[config.mk]
export PLATFORM = sky130hd
export DESIGN_NAME = seq_conv_alu
export DESIGN_NICKNAME = d
export VERILOG_FILES = /design/src/rtl/seq_conv_alu.sv
export SDC_FILE = /design/constraint.sdc
export NUM_CORES = 1
export LEC_CHECK = 0
export BUFFER_PORTS_ARGS = -buffer_cell sky130_fd_sc_hd__buf_2
export CAP_MARGIN = 20
export CORE_ASPECT_RATIO = 1.4
export CORE_MARGIN = 2
export CORE_UTILIZATION = 40
export CTS_CLUSTER_SIZE = 20
export DETAILED_ROUTE_END_ITERATION = 12
export HOLD_SLACK_MARGIN = 0.03
export SYNTH_ARGS = -nofsm -noshare
export SYNTH_HDL_FRONTEND = slang
export SYNTH_SLANG_ARGS = --single-unit
[constraint.sdc]
create_clock -name clk -period 16.6 [get_ports clk]
set_input_delay 2.49 -clock clk [delete_from_list [all_inputs] [get_ports clk]]
set_output_delay 2.49 -clock clk [all_outputs]
set_load 0.01 [all_outputs]
[src/rtl/seq_conv_alu.sv]
// Execute-stage ALU with a sequential packed-lane dot-product (conv) engine.
// Latency: 1 cycle for ALU ops, LANES+1 cycles for conv/conv_acc (one MAC per cycle).
// Backpressure: in_ready only in IDLE; result held in DONE until out_ready.
//
// Ports:
//   clk, rst                : clock (rising edge), async active-low reset
//   in_valid/in_ready       : request handshake; ALUControl, A, B sampled on accept
//   out_valid/out_ready     : result handshake; Result and flags stable while out_valid
//   Result, Carry, OverFlow, Zero, Negative : registered result and flags
//   busy                    : high while the MAC loop is running
module seq_conv_alu #(
  parameter int DATA_W = 32,
  parameter int LANE_W = 8
) (
  input  logic              clk,
  input  logic              rst,
  input  logic              in_valid,
  output logic              in_ready,
  input  logic [2:0]        ALUControl,
  input  logic [DATA_W-1:0] A,
  input  logic [DATA_W-1:0] B,
  output logic              out_valid,
  input  logic              out_ready,
  output logic [DATA_W-1:0] Result,
  output logic              Carry,
  output logic              OverFlow,
  output logic              Zero,
  output logic              Negative,
  output logic              busy
);

  localparam int LANES = DATA_W / LANE_W;
  localparam int CW    = (LANES > 1) ? $clog2(LANES) : 1;

  typedef enum logic [1:0] {IDLE, MAC, DONE} state_t;

  state_t state, state_nxt;

  logic [DATA_W-1:0] a_q, b_q;
  logic [DATA_W-1:0] psum, acc;
  logic [CW-1:0]     cnt;

  logic accept, is_conv, last_lane;

  assign in_ready  = (state == IDLE);
  assign out_valid = (state == DONE);
  assign busy      = (state == MAC);
  assign accept    = in_valid && in_ready;
  // 110 and 111 are the two conv opcodes
  assign is_conv   = (ALUControl[2:1] == 2'b11);
  assign last_lane = (cnt == CW'(LANES - 1));

  // ---------------- single-cycle ALU path ----------------
  logic              sub_sel;
  logic [DATA_W-1:0] b_in, sum;
  logic [DATA_W:0]   sum_full;
  logic              sum_ovf;
  logic [DATA_W-1:0] alu_res;
  logic              alu_arith;

  always_comb begin
    // slt shares the subtractor with sub
    sub_sel  = (ALUControl == 3'b001) || (ALUControl == 3'b101);
    b_in     = sub_sel ? ~B : B;
    sum_full = {1'b0, A} + {1'b0, b_in} + {{DATA_W{1'b0}}, sub_sel};
    sum      = sum_full[DATA_W-1:0];
    sum_ovf  = (A[DATA_W-1] == b_in[DATA_W-1]) && (sum[DATA_W-1] != A[DATA_W-1]);
    alu_arith = (ALUControl[2:1] == 2'b00);
    alu_res  = '0;
    case (ALUControl)
      3'b000:  alu_res = sum;
      3'b001:  alu_res = sum;
      3'b010:  alu_res = A & B;
      3'b011:  alu_res = A | B;
      3'b100:  alu_res = B;
      3'b101:  alu_res = {{(DATA_W-1){1'b0}}, sum[DATA_W-1]};
      default: alu_res = '0;
    endcase
  end

  // ---------------- MAC lane path ----------------
  logic [DATA_W-1:0]          a_sh, b_sh;
  logic signed [LANE_W-1:0]   lane_a, lane_b;
  logic signed [2*LANE_W-1:0] prod;
  logic [DATA_W-1:0]          prod_ext, psum_nxt;

  always_comb begin
    a_sh     = a_q >> (cnt * LANE_W);
    b_sh     = b_q >> (cnt * LANE_W);
    lane_a   = a_sh[LANE_W-1:0];
    lane_b   = b_sh[LANE_W-1:0];
    prod     = lane_a * lane_b;
    // signed cast sign-extends the lane product to the full data width
    prod_ext = DATA_W'(prod);
    psum_nxt = psum + prod_ext;
  end

  // ---------------- control FSM ----------------
  always_ff @(posedge clk or negedge rst) begin
    if (!rst) state <= IDLE;
    else      state <= state_nxt;
  end

  always_comb begin
    state_nxt = state;
    case (state)
      IDLE:    if (accept) state_nxt = is_conv ? MAC : DONE;
      MAC:     if (last_lane) state_nxt = DONE;
      DONE:    if (out_ready) state_nxt = IDLE;
      default: state_nxt = IDLE;
    endcase
  end

  // ---------------- datapath registers ----------------
  always_ff @(posedge clk or negedge rst) begin
    if (!rst) begin
      a_q      <= '0;
      b_q      <= '0;
      psum     <= '0;
      acc      <= '0;
      cnt      <= '0;
      Result   <= '0;
      Carry    <= 1'b0;
      OverFlow <= 1'b0;
      Zero     <= 1'b0;
      Negative <= 1'b0;
    end else begin
      case (state)
        IDLE: begin
          if (accept) begin
            a_q <= A;
            b_q <= B;
            if (is_conv) begin
              // 111 starts from zero, 110 continues from the saved accumulator
              psum <= ALUControl[0] ? '0 : acc;
              cnt  <= '0;
            end else begin
              Result   <= alu_res;
              Carry    <= alu_arith & sum_full[DATA_W];
              OverFlow <= alu_arith & sum_ovf;
              Zero     <= (alu_res == '0);
              Negative <= alu_res[DATA_W-1];
            end
          end
        end
        MAC: begin
          psum <= psum_nxt;
          cnt  <= cnt + CW'(1);
          if (last_lane) begin
            Result   <= psum_nxt;
            acc      <= psum_nxt;
            Carry    <= 1'b0;
            OverFlow <= 1'b0;
            Zero     <= (psum_nxt == '0);
            Negative <= psum_nxt[DATA_W-1];
          end
        end
        default: ;
      endcase
    end
  end

endmodule
==> impl_metrics.py <==
metrics = {
    "finish": {
        "antenna_cells": 0,
        "syn2layout_area_growth_pct": 11.0,
        "drive_above_1_share_pct": 17.5,
        "nets": 1854,
    },
    "sta": {
        "relSlewSlack_pct": 24.6,
        "maxSlewViolCount": 0,
        "layout_min_cycle_time_ns": 9.07,
        "max_freq_ghz": 0.110,
        "finalCritPeriodShare_pct": 54.7,
        "fin_skew_ns": 0.0131,
        "finalHoldViolCount": 0,
        "fin_setup_tns_ns": 0,
        "rsz0062_at_grt": "false",
        "setup_violations": 0,
        "worst_pin_slew_ns": 1.12,
    },
    "logic_synthesis": {
        "synth_area_sq_mm": 0.0145,
        "synthFlopType": "dfrtp_1",
        "syn_nets": 1787,
        "synth_seq_cells": 167,
        "synth_edf_count": 0,
        "seq_area_frac_synth_pct": 28.8,
        "syn_area_per_cell_sq_um": 9.30,
        "netlist_top_cells_area": "dfrtp_1 (29%), ha_1 (8.3%), fa_1 (7.9%), mux2_2 (6.3%), a21oi_1 (4.2%)",
        "synth.distinct_cells": 87,
        "synthCells": 1563,
        "netlist.area_leader.share_pct": 28.8,
        "yosysMostFrequentCell": "dfrtp_1",
        "yosysTopAreaCell": "dfrtp_1",
        "yosys_warnings": 0,
        "synthTopCellsByCount": "dfrtp_1 (167), nand2_1 (131), inv_1 (123), a21oi_1 (121), ha_1 (96)",
        "async_flop_share_pct": 100,
    },
    "drt": {
        "routedWlPerCell_um": 22.1,
        "avgViaCountPerCell": 5.83,
        "firstDrtPassIters": 9,
        "route.vias.total": 12300,
        "ant_nets": 0,
        "drcViolationCount": 0,
        "drt_wl_total_um": 46500,
        "drt-initial-drc-count": 739,
    },
    "cts": {
        "cts_tree": "yes",
        "clockBufferDepth": 2,
        "ctsHoldBuffers": 0,
        "cts_root_buf": "clkbuf_16",
        "htreeDepth": 4,
        "postCtsResizedCells": 0,
        "cts_buffers": 17,
        "clkSinkCount": 167,
        "postCtsSetupRepairBufs": 0,
        "cts.clk_slew.worst_paths_ns": 0.07,
        "worstSkewPairLatency_ns": 0.45,
    },
    "global_routing": {
        "overflow": 0,
        "antenna_found_initial": 0,
        "gr-usage-all-layers_pct": 24.9,
        "grt_max_degree": 97,
        "grt_pass1_vias": 12200,
        "grt_pass1_wl_um": 71600,
    },
    "setup_path": {
        "worstPathMaxFanout": 19,
        "worst_path_largest_cell_delay_ns": 0.84,
        "crit_arrival_ns": 9.46,
        "path_common_cell": "fa_1",
        "critical_path_class": "flop to flop",
        "rrSetupSlack_ns": 7.53,
        "start_kind": "flop",
        "crit_slowest_cell": "dfrtp_1",
        "cp.required_ns": 16.99,
        "cp-end-kind": "flop",
    },
    "placement": {
        "portBuffers": 109,
        "place_congestion": 1.01,
        "dp_hpwl_um": 36500,
    },
    "floorplanning": {
        "die_w_um": 165,
        "die-area_sq_mm": 0.0379,
        "core_area_sq_mm": 0.0358,
        "die_y_um": 230,
        "initial_core_util_pct": 40.6,
        "rows": 82,
        "io_pins": 110,
    },
    "min_path": {
        "hold_path.class": "flop to flop",
    },
    "job": {
        "maxCapViolations": 0,
    },
    "run_status": {
        "status": "finished, final reports clean",
    },
}
==> metrics by stage <==
| stage | cell area, sq um | hold WS [ns] | util, % | setup slack, ns | std cells |
|---|---|---|---|---|---|
| CTS | 16100 | 0.478 | 44.8 | 7.41 | 2102 |
| detailed placement | 15500 | 0.463 | 43.2 | 7.45 | 2070 |
| finish | 16100 | 0.473 | 45.1 | 7.53 | 2105 |
| global route | 16100 | 0.496 | 45.1 | 6.86 | 2105 |
| global placement | 15500 | 0.448 | 43.2 | 7.64 | 2070 |
| floorplan | 14500 | 0.440 | - | 7.83 | 1563 |
==> worst paths after layout <==
kind                        start          to  depth (start not counted)
max                        cnt[1]        Zero                         31
min                        acc[6]      acc[6]                          2
max reg2reg                cnt[1]        Zero                         31
min reg2reg                acc[6]      acc[6]                          2
max in group asynchronous     rst     psum[0]                          2
min in group asynchronous     rst  Result[14]                          1
==> worst max-delay path: cells and delay by family (launching register included) <==
family / cells / cell delay, ns
fa+ha+maj: 6 / 2.63
simple gates: 6 / 1.00
buf+inv: 4 / 0.42
mux: 1 / 0.41
flops: 1 / 0.84
xor+xnor: 2 / 0.48
compound gates: 12 / 3.19
==> cell families (layout without fill, tap and decap cells) <==
group	after synthesis	after routing	synth area share, %
xor gates and xnor gates	94	94	5.67
muxes	108	108	9.43
buffers and inverters	200	280	5.27
adders and majority gates	180	180	18.0
AOI/OAI and AO/OA	415	415	18.8
and+or+nand+nor	399	399	14.1
DFF	167	167	28.8
==> cells in the final DEF, fill, tap and decap left out, types with 31 or more instances in the layout <==
cell	count
buf_2	108
o21ai_0	94
and2_1	55
a21o_1	31
inv_1	123
mux2_2	81
a211oi_1	33
fa_1	57
nand2_1	129
xnor2_1	67
a21oi_1	121
dfrtp_1	167
ha_1	96
nor2_1	68
nor3b_1	35
==> sequential cells by signal (all words and copies together), names as in the netlist <==
name and cells:
Carry 1, OverFlow 1, Result 32, Zero 1, a_q 32, acc 32, b_q 32, cnt 2
psum 32, state 2
==> layout make-up <==
type | count | area, sq um
fill | 3448 | 19700
clock buffer | 18 | 429
multi-input combinational | 1196 | 9610
inverter | 124 | 465
tap | 462 | 578
sequential | 167 | 4180
clock inverter | 14 | 154
timing repair buffer | 124 | 717
==> per-layer routing <==
layer | global-route usage, % | wire length (um)
met5 | 0 | 0
met1 | 30.6 | 18800
met4 | 14.3 | 2860
met3 | 2.50 | 1990
met2 | 42.2 | 22800
Power is left out: the tool's default activity adds up to more than one toggle a clock period on the data nets, which glitch-free logic cannot reach.
